**src/rtl/switch_debounce_defs.vh**
```
// Shared definitions for the switch debouncer: group FSM state codes and the
// counter-width macro. Guarded so repeated inclusion is harmless.
`ifndef SWITCH_DEBOUNCE_DEFS_VH
`define SWITCH_DEBOUNCE_DEFS_VH

// Group FSM state encodings.
localparam logic S_IDLE  = 1'b0;
localparam logic S_COUNT = 1'b1;

// Width of a counter that must hold values up to and including `cycles`.
`define SWITCH_DEBOUNCE_CNT_W(cycles) $clog2((cycles) + 1)

`endif

```
**src/rtl/switch_debounce_pkg.sv**
```systemverilog
// Package for the switch debouncer: default geometry and the per-group FSM
// state type built on the state codes from switch_debounce_defs.vh.
package switch_debounce_pkg;

`include "switch_debounce_defs.vh"

  localparam int DEF_GROUPS          = 8;
  localparam int DEF_GROUP_W         = 8;
  localparam int DEF_SYNC_STAGES     = 2;
  localparam int DEF_DEBOUNCE_CYCLES = 20000;

  typedef enum logic {
    ST_IDLE  = S_IDLE,
    ST_COUNT = S_COUNT
  } grp_state_e;

endpackage

```
**src/rtl/switch_debounce_group.sv**
```systemverilog
// One debounce group: watches the synchronised group value, tracks a candidate
// and how many consecutive samples it has been seen for, and commits it to the
// stable register (with a one-cycle change pulse) once it has held long enough.
`include "switch_debounce_defs.vh"

module switch_debounce_group
  import switch_debounce_pkg::*;
#(
  parameter int GROUP_W         = 8,
  parameter int DEBOUNCE_CYCLES = 20000
) (
  input  logic               i_clk,
  input  logic               i_rst_n,
  input  logic [GROUP_W-1:0] i_sample,
  output logic [GROUP_W-1:0] o_stable,
  output logic               o_changed
);

  localparam int CNT_W = `SWITCH_DEBOUNCE_CNT_W(DEBOUNCE_CYCLES);
  // Count value at which one more matching sample completes the window.
  localparam logic [CNT_W-1:0] CNT_LAST = CNT_W'(DEBOUNCE_CYCLES - 1);

  grp_state_e         r_state;
  logic [GROUP_W-1:0] r_cand;
  logic [CNT_W-1:0]   r_cnt;
  logic [GROUP_W-1:0] r_stable;
  logic               r_changed;

  grp_state_e         w_state;
  logic [GROUP_W-1:0] w_cand;
  logic [CNT_W-1:0]   w_cnt;
  logic [GROUP_W-1:0] w_stable;
  logic               w_changed;

  // Next-state logic: candidate tracking, counting and commit decision.
  always_comb begin
    w_state   = r_state;
    w_cand    = r_cand;
    w_cnt     = r_cnt;
    w_stable  = r_stable;
    w_changed = 1'b0;
    case (r_state)
      ST_IDLE: begin
        if (i_sample != r_stable) begin
          if (DEBOUNCE_CYCLES == 1) begin
            // A single sample is enough: accept the new value right away.
            w_stable  = i_sample;
            w_changed = 1'b1;
            w_state   = ST_IDLE;
          end else begin
            w_cand  = i_sample;
            w_cnt   = CNT_W'(1);
            w_state = ST_COUNT;
          end
        end else begin
          w_state = ST_IDLE;
        end
      end
      ST_COUNT: begin
        if (i_sample == r_stable) begin
          // Bounced back to the accepted value: drop the candidate silently.
          w_state = ST_IDLE;
        end else if (i_sample != r_cand) begin
          // A different new value: restart the window on it.
          w_cand = i_sample;
          w_cnt  = CNT_W'(1);
        end else if (r_cnt == CNT_LAST) begin
          w_stable  = r_cand;
          w_changed = 1'b1;
          w_state   = ST_IDLE;
        end else begin
          w_cnt = r_cnt + CNT_W'(1);
        end
      end
      default: begin
        w_state = ST_IDLE;
      end
    endcase
  end

  // State, candidate, counter and output registers.
  always_ff @(posedge i_clk or negedge i_rst_n) begin
    if (!i_rst_n) begin
      r_state   <= ST_IDLE;
      r_cand    <= {GROUP_W{1'b0}};
      r_cnt     <= {CNT_W{1'b0}};
      r_stable  <= {GROUP_W{1'b0}};
      r_changed <= 1'b0;
    end else begin
      r_state   <= w_state;
      r_cand    <= w_cand;
      r_cnt     <= w_cnt;
      r_stable  <= w_stable;
      r_changed <= w_changed;
    end
  end

  assign o_stable  = r_stable;
  assign o_changed = r_changed;

endmodule

```
**src/rtl/switch_debounce.sv**
```systemverilog
// Switch debouncer top: synchronises the raw DIP switch pins into Clk and
// debounces them in independent groups. Build option SWITCH_INVERT_EN inverts
// the pins before the synchroniser for active-low switches.
module switch_debounce
  import switch_debounce_pkg::*;
#(
  parameter int GROUPS          = DEF_GROUPS,
  parameter int GROUP_W         = DEF_GROUP_W,
  parameter int SYNC_STAGES     = DEF_SYNC_STAGES,
  parameter int DEBOUNCE_CYCLES = DEF_DEBOUNCE_CYCLES
) (
  input  logic                      Clk,
  input  logic                      Reset_n,
  input  logic [GROUPS*GROUP_W-1:0] SwRaw,
  output logic [GROUPS*GROUP_W-1:0] SwStable,
  output logic [GROUPS-1:0]         ChangedMask
);

  localparam int W = GROUPS * GROUP_W;

  logic [W-1:0] w_raw;
  logic [W-1:0] r_sync [SYNC_STAGES];
  logic [W-1:0] w_s;

`ifdef SWITCH_INVERT_EN
  assign w_raw = ~SwRaw;
`else
  assign w_raw = SwRaw;
`endif

  // Multi-flop synchroniser on every switch bit.
  always_ff @(posedge Clk or negedge Reset_n) begin
    if (!Reset_n) begin
      for (int i = 0; i < SYNC_STAGES; i++) begin
        r_sync[i] <= {W{1'b0}};
      end
    end else begin
      r_sync[0] <= w_raw;
      for (int i = 1; i < SYNC_STAGES; i++) begin
        r_sync[i] <= r_sync[i-1];
      end
    end
  end

  assign w_s = r_sync[SYNC_STAGES-1];

  for (genvar g = 0; g < GROUPS; g++) begin : g_grp
    switch_debounce_group #(
      .GROUP_W        (GROUP_W),
      .DEBOUNCE_CYCLES(DEBOUNCE_CYCLES)
    ) u_grp (
      .i_clk    (Clk),
      .i_rst_n  (Reset_n),
      .i_sample (w_s[g*GROUP_W +: GROUP_W]),
      .o_stable (SwStable[g*GROUP_W +: GROUP_W]),
      .o_changed(ChangedMask[g])
    );
  end

endmodule
```
**config.mk**
```make
export PLATFORM = sky130hd
export DESIGN_NAME = switch_debounce
export DESIGN_NICKNAME = d
export VERILOG_FILES = /design/src/rtl/switch_debounce_pkg.sv /design/src/rtl/switch_debounce_group.sv /design/src/rtl/switch_debounce.sv
export VERILOG_INCLUDE_DIRS = /design/src /design/src/rtl
export SDC_FILE = /design/constraint.sdc
export NUM_CORES = 1
export LEC_CHECK = 0
export ABC_CLOCK_PERIOD_IN_PS = 3000
export BUFFER_PORTS_ARGS = -buffer_cell sky130_fd_sc_hd__buf_2
export CAP_MARGIN = 20
export CORE_MARGIN = 10
export CORE_UTILIZATION = 50
export CTS_BUF_LIST = sky130_fd_sc_hd__clkbuf_8
export CTS_CLUSTER_SIZE = 14
export DETAILED_ROUTE_END_ITERATION = 10
export GPL_ROUTABILITY_DRIVEN = 0
export PLACE_DENSITY = 0.69
export RECOVER_POWER = 100
export SLEW_MARGIN = 20
export SYNTH_ARGS = -nofsm -noshare
export SYNTH_HDL_FRONTEND = slang
export SYNTH_HIERARCHICAL = 1
export SYNTH_SLANG_ARGS = --single-unit
```
**constraint.sdc**
```tcl
create_clock -name Clk -period 3 [get_ports Clk]
set_clock_uncertainty 0.1 [all_clocks]
set_input_delay 0.3 -clock Clk [delete_from_list [all_inputs] [get_ports Clk]]
set_output_delay 0.3 -clock Clk [all_outputs]
set_load 0.1 [all_outputs]
```
==> insert_results.sql <==
INSERT INTO impl_metrics (metric_group, metric, value, unit) VALUES
('cells_and_area', 'areaGrowthSynthToFinish', '17.6', '%'),
('sta', 'tns_setup', '0', 'ns'),
('route', 'drc', '0', ''),
('setup_path', 'timing.critical_path.to_type', 'register', ''),
('setup_path', 'worstPathRequired', '3.42', 'ns'),
('synthesis', 'synth_async_sr_flop_share', '1.00', ''),
('sta', 'number_of_hold_violations_in_the_final_report', '0', ''),
('route', 'vias', '12088', ''),
('clock_network', 'clock_sinks', '392', ''),
('floorplanning', 'core_area', '33800', 'um^2'),
('outcome', 'outcome', 'finished clean', ''),
('setup_path', 'worst_setup_path_start_kind', 'register', ''),
('global_routing', 'first_pass_grt_wire_length', '61200', 'um'),
('synthesis', 'synth-seq-area-share', '0.569', ''),
('floorplanning', 'die-width', '206', 'um'),
('floorplanning', 'die_height', '206', 'um'),
('synthesis', 'synth_nets', '1501', ''),
('clock_network', 'clockBufferDepth', '3', ''),
('setup_path', 'cp_max_fanout', '15', ''),
('route', 'drt_first_pass_iters', '5', ''),
('route', 'route.final.wire_length', '36400', 'um'),
('route', 'drt.antenna.violating_nets', '0', ''),
('setup_path', 'worstPathBufferInverterCount', '0', ''),
('setup_path', 'crit_path_slowest_cell', 'sky130_fd_sc_hd__and2_0', ''),
('place', 'detailed_place_hpwl', '24300', 'um'),
('power', 'static-leakage-power', '0.00835', 'uW'),
('cells_and_area', 'mostFrequentLayoutCells', '392 x sky130_fd_sc_hd__dfrtp_1, 121 x sky130_fd_sc_hd__mux2_2, 120 x sky130_fd_sc_hd__xnor2_1', ''),
('clock_network', 'clock_latency', '0.66', 'ns'),
('cells_and_area', 'design.final.nets', '1761', ''),
('route', 'detail_route.iter0.violations', '711', ''),
('synthesis', 'ys_dominant_reg_cell', 'sky130_fd_sc_hd__dfrtp_1', ''),
('floorplanning', 'die_area', '42300', 'um^2'),
('sta', 'tightestPinTransition', '1.48', 'ns'),
('synthesis', 'netlist_instances', '1427', ''),
('clock_network', 'cts_inserted_buffers', '61', ''),
('place', 'place_ws', '0.607', 'ns'),
('global_routing', 'grt_max_degree', '91', ''),
('setup_path', 'rr_worst_depth', '5', ''),
('floorplanning', 'floorplan.initialDensity', '0.510', ''),
('power', 'ir_drop_worst_case_vdd', '0.473', 'mV'),
('sta', 'report.final.setup_viol', '0', ''),
('setup_path', 'dominant_delay_contributor_by_cell_family_on_the_critical_path', 'simple AND/OR/NAND/NOR gates', ''),
('min_path', 'hp-class', 'primary input to async pin', ''),
('setup_path', 'critical_path.cell_chain', 'xor2_1 > nor4_1 > and2_0 > nor2_1 > mux2_2', ''),
('global_routing', 'number_of_antenna_violations_at_the_first_check_in_global_routing', '0', ''),
('clock_network', 'clk_pin_slew_worst_paths', '0.06', 'ns'),
('setup_path', 'reg2reg_slack', '0.33', 'ns'),
('sta', 'worst_hold_slack', '0.142', 'ns'),
('cells_and_area', 'stdcell_count', '2184', ''),
('floorplanning', 'design.portCount', '138', ''),
('place', 'quantity_of_i_o_buffers_inserted_on_ports', '137', ''),
('floorplanning', 'rows', '67', ''),
('setup_path', 'worst_r2r_endpoint', 'g_grp[7].u_grp/r_cand[3]', ''),
('sta', 'slew_headroom', '0.0118', ''),
('route', 'drt-vias-per-instance', '5.53', ''),
('cells_and_area', 'n_fill_cell', '2769', ''),
('synthesis', 'ys_types', '49', ''),
('synthesis', 'synth-warning-count', '6', ''),
('setup_path', 'worstReg2RegStart', 'w_s[61]', ''),
('flow_run', 'maxCapViolCount', '0', ''),
('clock_network', 'h-tree-depth', '2', ''),
('setup_path', 'timing.critical_path.arrival', '3.09', 'ns'),
('power', 'p_per_area', '541', 'nW/um^2'),
('synthesis', 'synth_enable_flop_cells', '0', ''),
('route', 'detail_route.wl_per_cell', '16.7', 'um'),
('cells_and_area', 'final_layout_size_suffix_gt1_frac', '0.190', ''),
('setup_path', 'cpPeakStageDelay', '0.70', 'ns'),
('sta', 'min_period', '2.67', 'ns'),
('sta', 'post-route-worst-setup-slack', '0.334', 'ns'),
('place', 'placed_cells_incl_taps', '2007', ''),
('synthesis', 'synth_seq_cells', '392', '');
## power by group
part / internal (uW) / total (uW) / switching, uW
Combinational: 225 / 457 / 232
Clock: 2860 / 4990 / 2130
Sequential: 5430 / 5530 / 105
Total: 8510 / 11000 / 2470
## area by class of cell
class                           count  area (um^2)  area share
Tap cell                          448          561      0.0276
Clock inverter                     31          285      0.0141
Multi-Input combinational cell    954         6960       0.343
Timing Repair Buffer              230         1380      0.0681
Inverter                           48          180     0.00888
Clock buffer                       81         1110      0.0549
Sequential cell                   392         9810       0.483
## cells in the mapped netlist, types with 15 or more instances
| cell | instances | area (um^2) |
|---|---|---|
| sky130_fd_sc_hd__and3_1 | 17 | 106 |
| sky130_fd_sc_hd__clkbuf_1 | 17 | 63.8 |
| sky130_fd_sc_hd__o21ai_0 | 37 | 185 |
| sky130_fd_sc_hd__o31ai_1 | 22 | 165 |
| sky130_fd_sc_hd__xnor2_1 | 120 | 1050 |
| sky130_fd_sc_hd__mux2_2 | 121 | 1360 |
| sky130_fd_sc_hd__a21oi_1 | 59 | 295 |
| sky130_fd_sc_hd__inv_1 | 48 | 180 |
| sky130_fd_sc_hd__or4_1 | 18 | 135 |
| sky130_fd_sc_hd__a22oi_1 | 21 | 158 |
| sky130_fd_sc_hd__nor3_1 | 31 | 155 |
| sky130_fd_sc_hd__nand2_1 | 93 | 349 |
| sky130_fd_sc_hd__dfrtp_1 | 392 | 9810 |
| sky130_fd_sc_hd__o41ai_1 | 15 | 131 |
| sky130_fd_sc_hd__nor2_1 | 38 | 143 |
| sky130_fd_sc_hd__nand4_1 | 57 | 357 |
| sky130_fd_sc_hd__nand3_1 | 71 | 355 |
## cell families after synthesis
logic type | synth area share
and+or+nand+nor | 0.162
DFF | 0.569
AOI/OAI and AO/OA | 0.0920
muxes | 0.0848
xor gates and xnor gates | 0.0650
buffers and inverters | 0.0213
adders and majority gates | 0.00580
## metrics by stage
stage	area [um^2]	total power, uW	util
2_1_floorplan	17200	5810	-
3_3_place_gp	18600	6030	0.549
3_5_place_dp	18600	6040	0.549
4_1_cts	20600	11200	0.610
5_1_grt	20300	11400	0.601
6_report	20300	11000	0.601
## worst max-delay path by stage
stage               slack [ns]                       start  depth (start not counted)                          to
floorplan                 0.58  g_grp[0].u_grp/o_stable[3]                          6  g_grp[0].u_grp/o_stable[0]
global placement          0.65                     w_s[57]                          5  g_grp[7].u_grp/o_stable[1]
detailed placement        0.61                     w_s[57]                          5  g_grp[7].u_grp/o_stable[0]
CTS                       0.59                     w_s[61]                          5  g_grp[7].u_grp/o_stable[5]
global route              0.21                     w_s[57]                          5    g_grp[7].u_grp/r_cand[2]
finish                    0.33                     w_s[61]                          5    g_grp[7].u_grp/r_cand[3]
## flip-flops by register name (all words and copies together) (netlist names)
name,count
g_grp.u_grp/r_cand,64
g_grp.u_grp/r_state,8
g_grp.u_grp/o_changed,8
g_grp.u_grp/o_stable,64
r_sync,64
g_grp.u_grp/r_cnt,120
w_s,64
## per-layer routing
layer  vias up  GRT usage  wire length (um)
met1      5953      0.228             16200
met2       280      0.281             17600
met5         -          0                 0
li1       5808          -                 -
met4         0     0.0596               665
met3        47     0.0348              1860
## repair_timing
item | 4_1_cts | 5_1_grt
buffers inserted | 0 | 0
hold endpoints to repair | 142 | 0
hold buffers | 65 | 0
## worst register-to-register path: cells and delay by family (launching register included)
kind | cells | cell delay (ns)
AND/OR/NAND/NOR | 3 | 1.49
flip-flops | 1 | 0.41
multiplexers | 1 | 0.36
XOR/XNOR | 1 | 0.18
(Power assumes the default switching activity.)
